--- src/rtl/playback_pkg.sv ---
// playback_pkg
//   Shared definitions for the music-playback beat datapath: the sequencer
//   state encoding, beat/track widths, and the default tempo and song-length
//   constants also used by the note ROM and the tone generator.
package playback_pkg;

  // Fixed 2-bit encoding; the value is exported on the sequencer's state port.
  typedef enum logic [1:0] {
    IDLE  = 2'd0,
    PLAY  = 2'd1,
    PAUSE = 2'd2,
    DONE  = 2'd3
  } state_t;

  localparam int IBEAT_W = 12;
  localparam int TRACK_W = 2;

  // 8 beats/s at 100 MHz; a 4095-beat song.
  localparam int DEF_DIV   = 12500000;
  localparam int DEF_LEN   = 4095;
  localparam int DEF_DIV_W = 25;

endpackage

--- src/rtl/beat_divider.sv ---
// beat_divider
//   Beat-rate divider. Counts clk cycles while en is high and flags the
//   cycle in which the current beat period expires.
//   Ports:
//     clk, reset : clock, asynchronous active-high reset
//     en         : advance the counter this cycle (hold when low)
//     clr        : restart the period (count <= 0); overrides en
//     slow       : 1 = period of 2*DIV cycles, 0 = DIV cycles
//     tick       : combinational; high while count has reached the limit.
//                  The counter wraps on the following edge only if en=1.
module beat_divider
  import playback_pkg::*;
#(
  parameter int DIV   = DEF_DIV,
  parameter int DIV_W = DEF_DIV_W
) (
  input  logic clk,
  input  logic reset,
  input  logic en,
  input  logic clr,
  input  logic slow,
  output logic tick
);

  localparam logic [DIV_W-1:0] LIM_FAST = DIV_W'(DIV - 1);
  localparam logic [DIV_W-1:0] LIM_SLOW = DIV_W'(2 * DIV - 1);

  logic [DIV_W-1:0] count_reg;
  logic [DIV_W-1:0] count_next;
  logic [DIV_W-1:0] limit;

  assign limit = slow ? LIM_SLOW : LIM_FAST;

  // >= rather than == so that dropping from slow to fast tempo past the
  // fast limit expires the period at once instead of running to wrap.
  assign tick = (count_reg >= limit);

  always_comb begin
    count_next = count_reg;
    if (clr) begin
      count_next = '0;
    end else if (en) begin
      count_next = tick ? '0 : count_reg + 1'b1;
    end
  end

  always_ff @(posedge clk or posedge reset) begin
    if (reset) begin
      count_reg <= '0;
    end else begin
      count_reg <= count_next;
    end
  end

endmodule

--- src/rtl/playback_sequencer.sv ---
// playback_sequencer
//   Play/pause/stop/loop sequencer for the playback beat datapath. Owns the
//   beat index that addresses the note ROM and the latched track number.
//   Ports:
//     clk, reset : clock, asynchronous active-high reset
//     start_p    : pulse; start from IDLE/DONE, resume from PAUSE
//     pause_p    : pulse; toggle PLAY <-> PAUSE
//     stop_p     : pulse; back to IDLE with ibeat cleared
//     slow       : level; half tempo
//     loop_en    : level; wrap to beat 0 at end of song
//     track_sel  : track requested, captured only when starting
//     ibeat      : current beat index (0..LEN-1)
//     track      : latched active track
//     beat_tick  : pulse, aligned with each new ibeat value
//     playing    : 1 while in PLAY
//     state      : IDLE=0 PLAY=1 PAUSE=2 DONE=3
//     song_done  : pulse when the last beat expires
//   All outputs are registered.
module playback_sequencer
  import playback_pkg::*;
#(
  parameter int DIV   = DEF_DIV,
  parameter int LEN   = DEF_LEN,
  parameter int DIV_W = DEF_DIV_W
) (
  input  logic               clk,
  input  logic               reset,
  input  logic               start_p,
  input  logic               pause_p,
  input  logic               stop_p,
  input  logic               slow,
  input  logic               loop_en,
  input  logic [TRACK_W-1:0] track_sel,
  output logic [IBEAT_W-1:0] ibeat,
  output logic [TRACK_W-1:0] track,
  output logic               beat_tick,
  output logic               playing,
  output logic [1:0]         state,
  output logic               song_done
);

  localparam logic [IBEAT_W-1:0] LAST_BEAT = IBEAT_W'(LEN - 1);

  state_t             state_reg, state_next;
  logic [IBEAT_W-1:0] ibeat_reg, ibeat_next;
  logic [TRACK_W-1:0] track_reg, track_next;
  logic               beat_tick_reg, beat_tick_next;
  logic               song_done_reg, song_done_next;
  logic               playing_reg;

  logic div_en;
  logic div_clr;
  logic div_tick;

  beat_divider #(
    .DIV   (DIV),
    .DIV_W (DIV_W)
  ) u_beat_divider (
    .clk   (clk),
    .reset (reset),
    .en    (div_en),
    .clr   (div_clr),
    .slow  (slow),
    .tick  (div_tick)
  );

  // Command priority: stop > start > pause. Only the highest-priority pulse
  // present is acted on; the others are dropped.
  always_comb begin
    state_next     = state_reg;
    ibeat_next     = ibeat_reg;
    track_next     = track_reg;
    beat_tick_next = 1'b0;
    song_done_next = 1'b0;
    div_en         = 1'b0;
    div_clr        = 1'b0;

    unique case (state_reg)
      IDLE: begin
        if (stop_p) begin
          div_clr = 1'b1;
        end else if (start_p) begin
          state_next = PLAY;
          track_next = track_sel;
          ibeat_next = '0;
          div_clr    = 1'b1;
        end
      end

      PLAY: begin
        if (stop_p) begin
          state_next = IDLE;
          ibeat_next = '0;
          div_clr    = 1'b1;
        end else if (start_p) begin
          // Start while playing is a no-op, but it still outranks pause,
          // so playback simply continues.
          div_en = 1'b1;
          if (div_tick) begin
            if (ibeat_reg < LAST_BEAT) begin
              ibeat_next     = ibeat_reg + 1'b1;
              beat_tick_next = 1'b1;
            end else if (loop_en) begin
              ibeat_next     = '0;
              beat_tick_next = 1'b1;
              song_done_next = 1'b1;
            end else begin
              state_next     = DONE;
              song_done_next = 1'b1;
            end
          end
        end else if (pause_p) begin
          // Divider is frozen (en low), so a tick due this cycle stays
          // pending and fires on the first cycle after resume.
          state_next = PAUSE;
        end else begin
          div_en = 1'b1;
          if (div_tick) begin
            if (ibeat_reg < LAST_BEAT) begin
              ibeat_next     = ibeat_reg + 1'b1;
              beat_tick_next = 1'b1;
            end else if (loop_en) begin
              ibeat_next     = '0;
              beat_tick_next = 1'b1;
              song_done_next = 1'b1;
            end else begin
              state_next     = DONE;
              song_done_next = 1'b1;
            end
          end
        end
      end

      PAUSE: begin
        if (stop_p) begin
          state_next = IDLE;
          ibeat_next = '0;
          div_clr    = 1'b1;
        end else if (start_p || pause_p) begin
          state_next = PLAY;
        end
      end

      DONE: begin
        if (stop_p) begin
          state_next = IDLE;
          ibeat_next = '0;
          div_clr    = 1'b1;
        end else if (start_p) begin
          state_next = PLAY;
          track_next = track_sel;
          ibeat_next = '0;
          div_clr    = 1'b1;
        end
      end

      default: begin
        state_next = IDLE;
        ibeat_next = '0;
        div_clr    = 1'b1;
      end
    endcase
  end

  always_ff @(posedge clk or posedge reset) begin
    if (reset) begin
      state_reg     <= IDLE;
      ibeat_reg     <= '0;
      track_reg     <= '0;
      beat_tick_reg <= 1'b0;
      song_done_reg <= 1'b0;
      playing_reg   <= 1'b0;
    end else begin
      state_reg     <= state_next;
      ibeat_reg     <= ibeat_next;
      track_reg     <= track_next;
      beat_tick_reg <= beat_tick_next;
      song_done_reg <= song_done_next;
      playing_reg   <= (state_next == PLAY);
    end
  end

  assign state     = state_reg;
  assign ibeat     = ibeat_reg;
  assign track     = track_reg;
  assign beat_tick = beat_tick_reg;
  assign song_done = song_done_reg;
  assign playing   = playing_reg;

endmodule

--- config.mk ---
export PLATFORM = sky130hd
export DESIGN_NAME = playback_sequencer
export DESIGN_NICKNAME = d
export VERILOG_FILES = /design/src/rtl/playback_pkg.sv /design/src/rtl/beat_divider.sv /design/src/rtl/playback_sequencer.sv
export SDC_FILE = /design/constraint.sdc
export NUM_CORES = 1
export LEC_CHECK = 0
export CORE_ASPECT_RATIO = 1.4
export CORE_MARGIN = 4
export CORE_UTILIZATION = 55
export DETAILED_ROUTE_END_ITERATION = 10
export GPL_ROUTABILITY_DRIVEN = 0
export PLACE_DENSITY_LB_ADDON = 0.05
export SLEW_MARGIN = 0
export SYNTH_ARGS = -nofsm -noshare
export SYNTH_HDL_FRONTEND = slang
export SYNTH_SLANG_ARGS = --single-unit
--- constraint.sdc ---
create_clock -name clk -period 3.91 [get_ports clk]
set_input_delay 0.5865 -clock clk [delete_from_list [all_inputs] [get_ports clk]]
set_output_delay 0.5865 -clock clk [all_outputs]
set_load 0.05 [all_outputs]
## Yosys cells after proc, flatten, opt, wreduce, memory -nomap -nowiden

Index checks and enable logic that the tools add are counted.

- $lt $le $gt $ge: 2
- Equality and inequality tests: 7
- Reduce and logical (&&, ||, !) cells: 7
- Bitwise operators: 1
- Multiplexer cells: 48
- $add $sub $neg: 2

Operators by type and width:

| kind | number |
|---|---|
| 12-bit two-way mux | 10 |
| 25-bit two-way mux | 4 |
| 12-bit one-hot mux with 4 select lines | 1 |
| 25-bit by 1-bit adder with 25-bit output, second input constant | 1 |
| 25-bit greater-or-equal comparator | 1 |
| 2-bit two-way mux | 11 |
| 1-bit two-way mux | 20 |
| 12-bit by 1-bit adder with 12-bit output, second input constant | 1 |
| 12-bit less-than comparator, second input constant | 1 |
| 2-bit one-hot mux with 4 select lines | 1 |
| 3-bit AND reduction | 2 |
| 2-bit by 1-bit equality test with 1-bit output, second input constant | 2 |
| 2-bit equality test, second input constant | 2 |
| 2-bit != test, second input constant | 2 |
| 4-bit != test, second input constant | 1 |
| 2-bit OR reduction | 2 |
| 2-bit logical NOT | 1 |
| 1-bit one-hot mux with 2 select lines | 1 |
| 2-bit nonzero test | 1 |
| 1-bit logical OR | 1 |
| 1-bit inverter | 1 |

- Bits of input ports: 9
- Word-level logic and storage cells: 74
- Bits in registers: 44
- Output and inout port bits: 19

## Longest topological paths before layout

Gate-level depths: netlist of the first run.

- Depth in word-level cells: 8
- Mapped depth: 10
- Mapped depth without buffers: 8

## Hierarchy

From an unflattened synthesis of the first run, not the netlist that was laid out.

- Cell total of the unflattened synthesis: 316
- Area, all modules: 2842.7 um^2

By module, submodules not included:

| module | sequential area each (um^2) | area each (um^2) | instances | cells each |
|---|---|---|---|---|
| beat_divider | 625.6 | 1692.9 | 1 | 192 |
| playback_sequencer | 475.5 | 1149.9 | 1 | 124 |

## Worst setup path after synthesis of the first run

OpenSTA, ideal clock, no wires.

- Kind: input port to flip-flop
- From: input port slow
- To: register ibeat_reg[8] (netlist: ibeat[8])
- Cell stages on the path: 9
- Data required time: 3762 ps
- Path buffers: 1
- Arrival: 2425 ps
- Setup time: 148 ps
- Slack: 1337 ps
- Cell sequence: inv_1 ha_1 nand2_1 or3_4 a2111oi_4 o211ai_1 clkbuf_1 o21ai_0 o41ai_2

- Word-level cells in the longest chain between the ends: 7

RTL lines:

| item | RTL line | text |
|---|---|---|
| start: declaration | playback_sequencer.sv:31 | `input logic slow,` |
| 25-bit two-way mux * | beat_divider.sv:32 | `assign limit = slow ? LIM_SLOW : LIM_FAST;` |
| 25-bit greater-or-equal comparator * | beat_divider.sv:36 | `assign tick = (count_reg >= limit);` |
| 12-bit two-way mux * | -- |  |
| 12-bit two-way mux | -- |  |
| 12-bit two-way mux * (2 in a row) | -- |  |
| 12-bit one-hot mux with 4 select lines * | -- |  |
| end signal: assignment | playback_sequencer.sv:175 | `ibeat_reg <= ibeat_next;` |
| end: declaration | playback_sequencer.sv:45 | `logic [IBEAT_W-1:0] ibeat_reg, ibeat_next;` |

Every way passes the cells marked *; elsewhere a longest branch is shown, timed or not. The select of a mux whose other input is x is not followed.
A chain may end at the register's enable or synchronous reset.

## Worst setup path after layout of the first run

Ends and elaborated chain as after synthesis.

==> results of run 1 <==
==> placed cells by master (no fill, tap or decap), drive strengths merged, types with 3 or more instances in the layout <==
master	instances
nor4	3
nor2	40
nand2b	7
xor2	8
ha	15
nand3	17
nand4	10
nor3	5
o31ai	8
inv	6
buf	3
nor2b	6
a22o	4
a31oi	4
mux2	3
clkinv	3
clkbuf	6
a21o	3
a21oi	12
a211oi	3
and3	10
clkdlybuf4s50	27
dfrtp	44
mux2i	3
o21ai	20
nand2	30
a211o	3
xnor2	6
or2	3
==> report_power, final <==
group	total (uW)	internal (uW)	switching (uW)	leakage, uW
clock	298	141	157	0.0000510
sequential	499	479	20.7	0.000607
combinational	371	128	244	0.000693
total	1170	748	421	0.00135
==> kinds of logic after synthesis <==
logic type,count (synthesis),share of synthesized area
xor gates and xnor gates,14,0.04426
DFF,44,0.3975
buffers and inverters,17,0.03072
adders and majority gates,15,0.06775
and+or+nand+nor,143,0.2724
muxes,6,0.02303
AOI/OAI and AO/OA,66,0.1644
==> metal layers <==
metal	part of all wire	routed length, um	track usage	vias to the layer above
met1	0.43	2653	0.2632	1121
met2	0.51	3120	0.3588	53
met3	0.029	175	0.03676	18
met4	0.027	164	0.07794	0
met5	0	0	0	-
li1	-	-	-	1157
==> worst register-to-register path: cells and delay by family, from the launching register on <==
family	cells	cell delay [ns]
DFF	1	0.45
and+or+nand+nor	2	0.47
AOI/OAI and AO/OA	4	1.30
adders and majority gates	1	0.32
==> metrics by stage <==
step / hold WS [ns] / utilization / worst slack, ns / instances
global route: 0.5387 / 0.6510 / 0.5490 / 397
CTS: 0.5140 / 0.6510 / 0.7235 / 397
detailed placement: 0.4988 / 0.6321 / 0.4203 / 389
finish: 0.4994 / 0.6510 / 0.7196 / 397
floorplan: 0.4649 / - / 1.337 / 305
global placement: 0.4857 / 0.6321 / 0.4506 / 389
==> final cells by class <==
class                      count  area, um^2
fill                         429        1703
multi-input combinational    244        1584
sequential                    44        1101
timing repair buffer          30       292.8
clock buffer                   6       82.58
tap                           64       80.08
inverter                       7       26.28
clock inverter                 2       10.01
==> final timing paths <==
kind	start	to	cells after the start
worst max-delay path	slow	ibeat[8]	9
worst min-delay path	u_beat_divider.count_reg[20]	u_beat_divider.count_reg[20]	1
worst max register to register	u_beat_divider.count_reg[17]	ibeat[8]	7
worst min register to register	u_beat_divider.count_reg[20]	u_beat_divider.count_reg[20]	1
max in group asynchronous	reset	track[1]	3
min in group asynchronous	reset	u_beat_divider.count_reg[4]	3
==> results_dict.tcl, run 1 <==
set metrics [dict create \
    seq_area_frac_synth 0.3975 \
    grt_remaining_overflow 0 \
    power_leakage_uw 0.001351 \
    dieArea_mm2 0.006252 \
    diodes 0 \
    path_cells "clkdlybuf4s50_1 > inv_1 > ha_1 > nand2_1 > or3_4 > a2111oi_4 > o211ai_1 > o21ai_0 > o41ai_2" \
    setup.worst_path.start_class "primary input" \
    post_cts_buffers 0 \
    p_total_uw 1169 \
    ys_warn_count 0 \
    wl_um 6114 \
    first_iter_violations 147 \
    root_buffer "clkbuf_8" \
    path_class "in -> reg" \
    first_global_vias 2330 \
    cts_sinks 44 \
    ant_nets 0 \
    antenna_found_initial 0 \
    max_slew_margin 0.4127 \
    setup_viol 0 \
    numCtsBuffers 5 \
    cp_num_buf_inv 2 \
    coreArea_mm2 0.004880 \
    firstDrtPassIters 4 \
    yosys.cell_count.top_type "dfrtp_1" \
    hold_viol 0 \
    tritoncts "done" \
    synthFlopType "dfrtp_1" \
    grt_pass1_wl_um 10470 \
    die_w_um 67.98 \
    yosys.area.top_type "dfrtp_1" \
    synth_area_per_cell_um2 9.082 \
    critPathArrivalTime_ns 3.36 \
    end_kind "flop" \
    synthToLayoutAreaGrowth_pct 14.68 \
    drt-wirelength-per-cell_um 15.40 \
    drc 0 \
    worstMarginPinSlew_ns 0.8771 \
    netlist.area_leader.share 0.3975 \
    cts.repair.resized 0 \
    async_flop_share 1.000 \
    layout.nets 356 \
    floorplan.initialDensity 0.5677 \
    finalCriticalPeriod_ns 3.190 \
    synth_area_mm2 0.002770 \
    drv_slew 0 \
    dp_hpwl_um 4430 \
    crit_required_ns 4.08 \
    synth-edff-count 0 \
    hold_buffers 0 \
    portBuffers 27 \
    vias_per_cell 5.917 \
    largest_reg_flops 25 \
    peakVddDrop_uv 402.9 \
    htree_levels 2 \
    synthDistinctLibCells 55 \
    drive_gt1_frac 0.08108 \
    postSynthCellCount 305 \
    path_clk_slew_ns 0.09 \
    crit_slowest_cell "clkdlybuf4s50_1" \
    maxCapViolations 0 \
    ys_top_cells_by_count "dfrtp_1, nor2_1, nand2_1, o21ai_0, nand3_1" \
    slowest_delay_ns 0.57 \
    status "complete, no violations" \
    clockBufferDepth 2 \
    skew_ns 0.007489 \
    ios 28 \
    num_rows 30 \
    fp.dieH_um 91.97 \
    fin_area_mm2 0.003177 \
    rrSetupSlack_ns 1.24 \
    min_path_type "reg -> reg" \
    synth_area_leaders "dfrtp_1, ha_1, nor2_1" \
    critPathMaxFanout 12 \
    grt_max_degree 45 \
    ys_ff_latch 44 \
    grt_use_total 0.2126 \
    power_density_mw_per_mm2 367.9 \
    clk-insertion-delay-late_ns 0.29 \
    fin_crit_sh 0.8160 \
    dpl-instance-area_mm2 0.003084 \
    rsz0062_at_grt "no" \
    syn_nets 329 \
    final.setup.tns_ns 0 \
    crit_family "compound AO/OA/AOI/OAI gates" \
    vias 2349 \
    fmaxAchievable_ghz 0.3134 \
]
Note: power is estimated with default switching activity, not from simulation.
==> run 2: changes to the inputs <==
- clock period: 3.91 -> 3.18 ns (I/O delays scaled with it)
==> run 2 against run 1 <==
  * Die area did not move
  * Utilization rose by 1.5 points
  * Clock power rose by 22%
  * Non-clock buffer count rose by 8
  * Worst setup slack got worse by 0.29 ns
  * Critical endpoint unchanged
==> results_dict.tcl, run 2 (synthesis results as in run 1) <==
set metrics [dict create \
    status "complete, no violations" \
    diodes 0 \
    num_rows 30 \
    ant_nets 0 \
    vias 2414 \
    antenna_found_initial 0 \
    power_density_mw_per_mm2 448.8 \
    rsz0062_at_grt "no" \
    final.setup.tns_ns 0 \
    layout.nets 364 \
    grt_max_degree 22 \
    grt_pass1_wl_um 10800 \
    cts.repair.resized 0 \
    fp.dieH_um 91.97 \
    synthToLayoutAreaGrowth_pct 17.30 \
    grt_use_total 0.2211 \
    crit_required_ns 3.38 \
    worstSetupStartpoint "slow" \
    setup_ws_ns 0.4269 \
    r2r-start "u_beat_divider.count_reg[17]" \
    hold_viol 0 \
    pre_cts_slack_ns 0.1057 \
    end_kind "flop" \
    firstDrtPassIters 5 \
    final_cell_mix "dfrtp_1, nor2_1, nand2_1" \
    fill_cells 412 \
    numCtsBuffers 5 \
    placedCellCount 397 \
    drive_gt1_frac 0.1026 \
    fmaxAchievable_ghz 0.3632 \
    finalCriticalPeriod_ns 2.753 \
    layout_commonest_cell "dfrtp_1" \
    setup_viol 0 \
    die_w_um 67.98 \
    hold_buffers 0 \
    setup.worst_path.start_class "primary input" \
    dieArea_mm2 0.006252 \
    cts_sinks 44 \
    max_slew_margin 0.5039 \
    drc 0 \
    drv_slew 0 \
    drt-wirelength-per-cell_um 15.53 \
    floorplan.initialDensity 0.5677 \
    worstMarginPinSlew_ns 0.7396 \
    ios 28 \
    path_clk_slew_ns 0.10 \
    clockBufferDepth 2 \
    final_cells 405 \
    tritoncts "done" \
    skew_ns 0.01407 \
    peakVddDrop_uv 490.8 \
    grt_remaining_overflow 0 \
    wl_um 6291 \
    vias_per_cell 5.960 \
    min_path_type "in -> async" \
    fin_hold_ws_ns 0.4984 \
    htree_levels 2 \
    maxCapViolations 0 \
    root_buffer "clkbuf_8" \
    dp_hpwl_um 4690 \
    fin_crit_sh 0.8658 \
    power_leakage_uw 0.001382 \
    critPathMaxFanout 9 \
    post_cts_buffers 0 \
    portBuffers 27 \
    first_iter_violations 159 \
    critPathArrivalTime_ns 2.95 \
    first_global_vias 2397 \
    clk-insertion-delay-late_ns 0.31 \
    path_class "in -> reg" \
    coreArea_mm2 0.004880 \
    largest_reg_flops 25 \
]
-- run 2: worst max-delay path, cell delays in order --
cell             delay (ns)
clkdlybuf4s50_1        0.51
inv_1                  0.10
ha_1                   0.28
nand2_1                0.06
or3_4                  0.39
a2111oi_4              0.32
or2_1                  0.34
nand2b_4               0.15
o41ai_2                0.31
-- run 2: metal layers --
layer / track usage / part of all wire
met2: 0.3870 / 0.54
met5: 0 / 0
met1: 0.2606 / 0.42
met4: 0.08458 / 0.022
met3: 0.03554 / 0.026
-- run 2: final timing paths --
check,cells after the start,slack (ns),endpoint
max,9,0.43,ibeat[8]
min,2,0.50,ibeat[3]
max reg2reg,7,0.73,ibeat[8]
min reg2reg,1,0.51,track[0]
max in group asynchronous,3,2.06,u_beat_divider.count_reg[15]
min in group clk,1,0.51,track[0]
-- run 2: metrics by stage --
step / instance area, um^2 / total power, uW / util
after CTS: 3249 / 1468 / 0.6659
final: 3249 / 1458 / 0.6659
after global placement: 3157 / 1101 / 0.6469
after detailed placement: 3157 / 1100 / 0.6469
after global routing: 3249 / 1534 / 0.6659
after floorplan: 2770 / 946.4 / -
-- run 2: where the power goes --
| group | internal (uW) | switching [uW] | leakage, uW |
|---|---|---|---|
| Sequential | 588 | 24.6 | 0.000607 |
| Clock | 156 | 210 | 0.0000404 |
| Combinational | 172 | 307 | 0.000735 |
| Total | 917 | 541 | 0.00138 |
-- run 2: layout make-up --
| type | instances | area (um^2) | share of cell area |
|---|---|---|---|
| multi-input combinational | 244 | 1584 | 0.4875 |
| sequential | 44 | 1101 | 0.3389 |
| timing repair buffer | 38 | 365.4 | 0.1124 |
| tap | 64 | 80.08 | 0.02464 |
| clock buffer | 5 | 68.82 | 0.02118 |
| inverter | 7 | 26.28 | 0.008086 |
| clock inverter | 3 | 23.77 | 0.007316 |
==> run 3: changes to the inputs <==
- CAP_MARGIN: not set -> 20
==> results of run 3 <==
Final layout, timing and power as in run 2 (identical DEF).
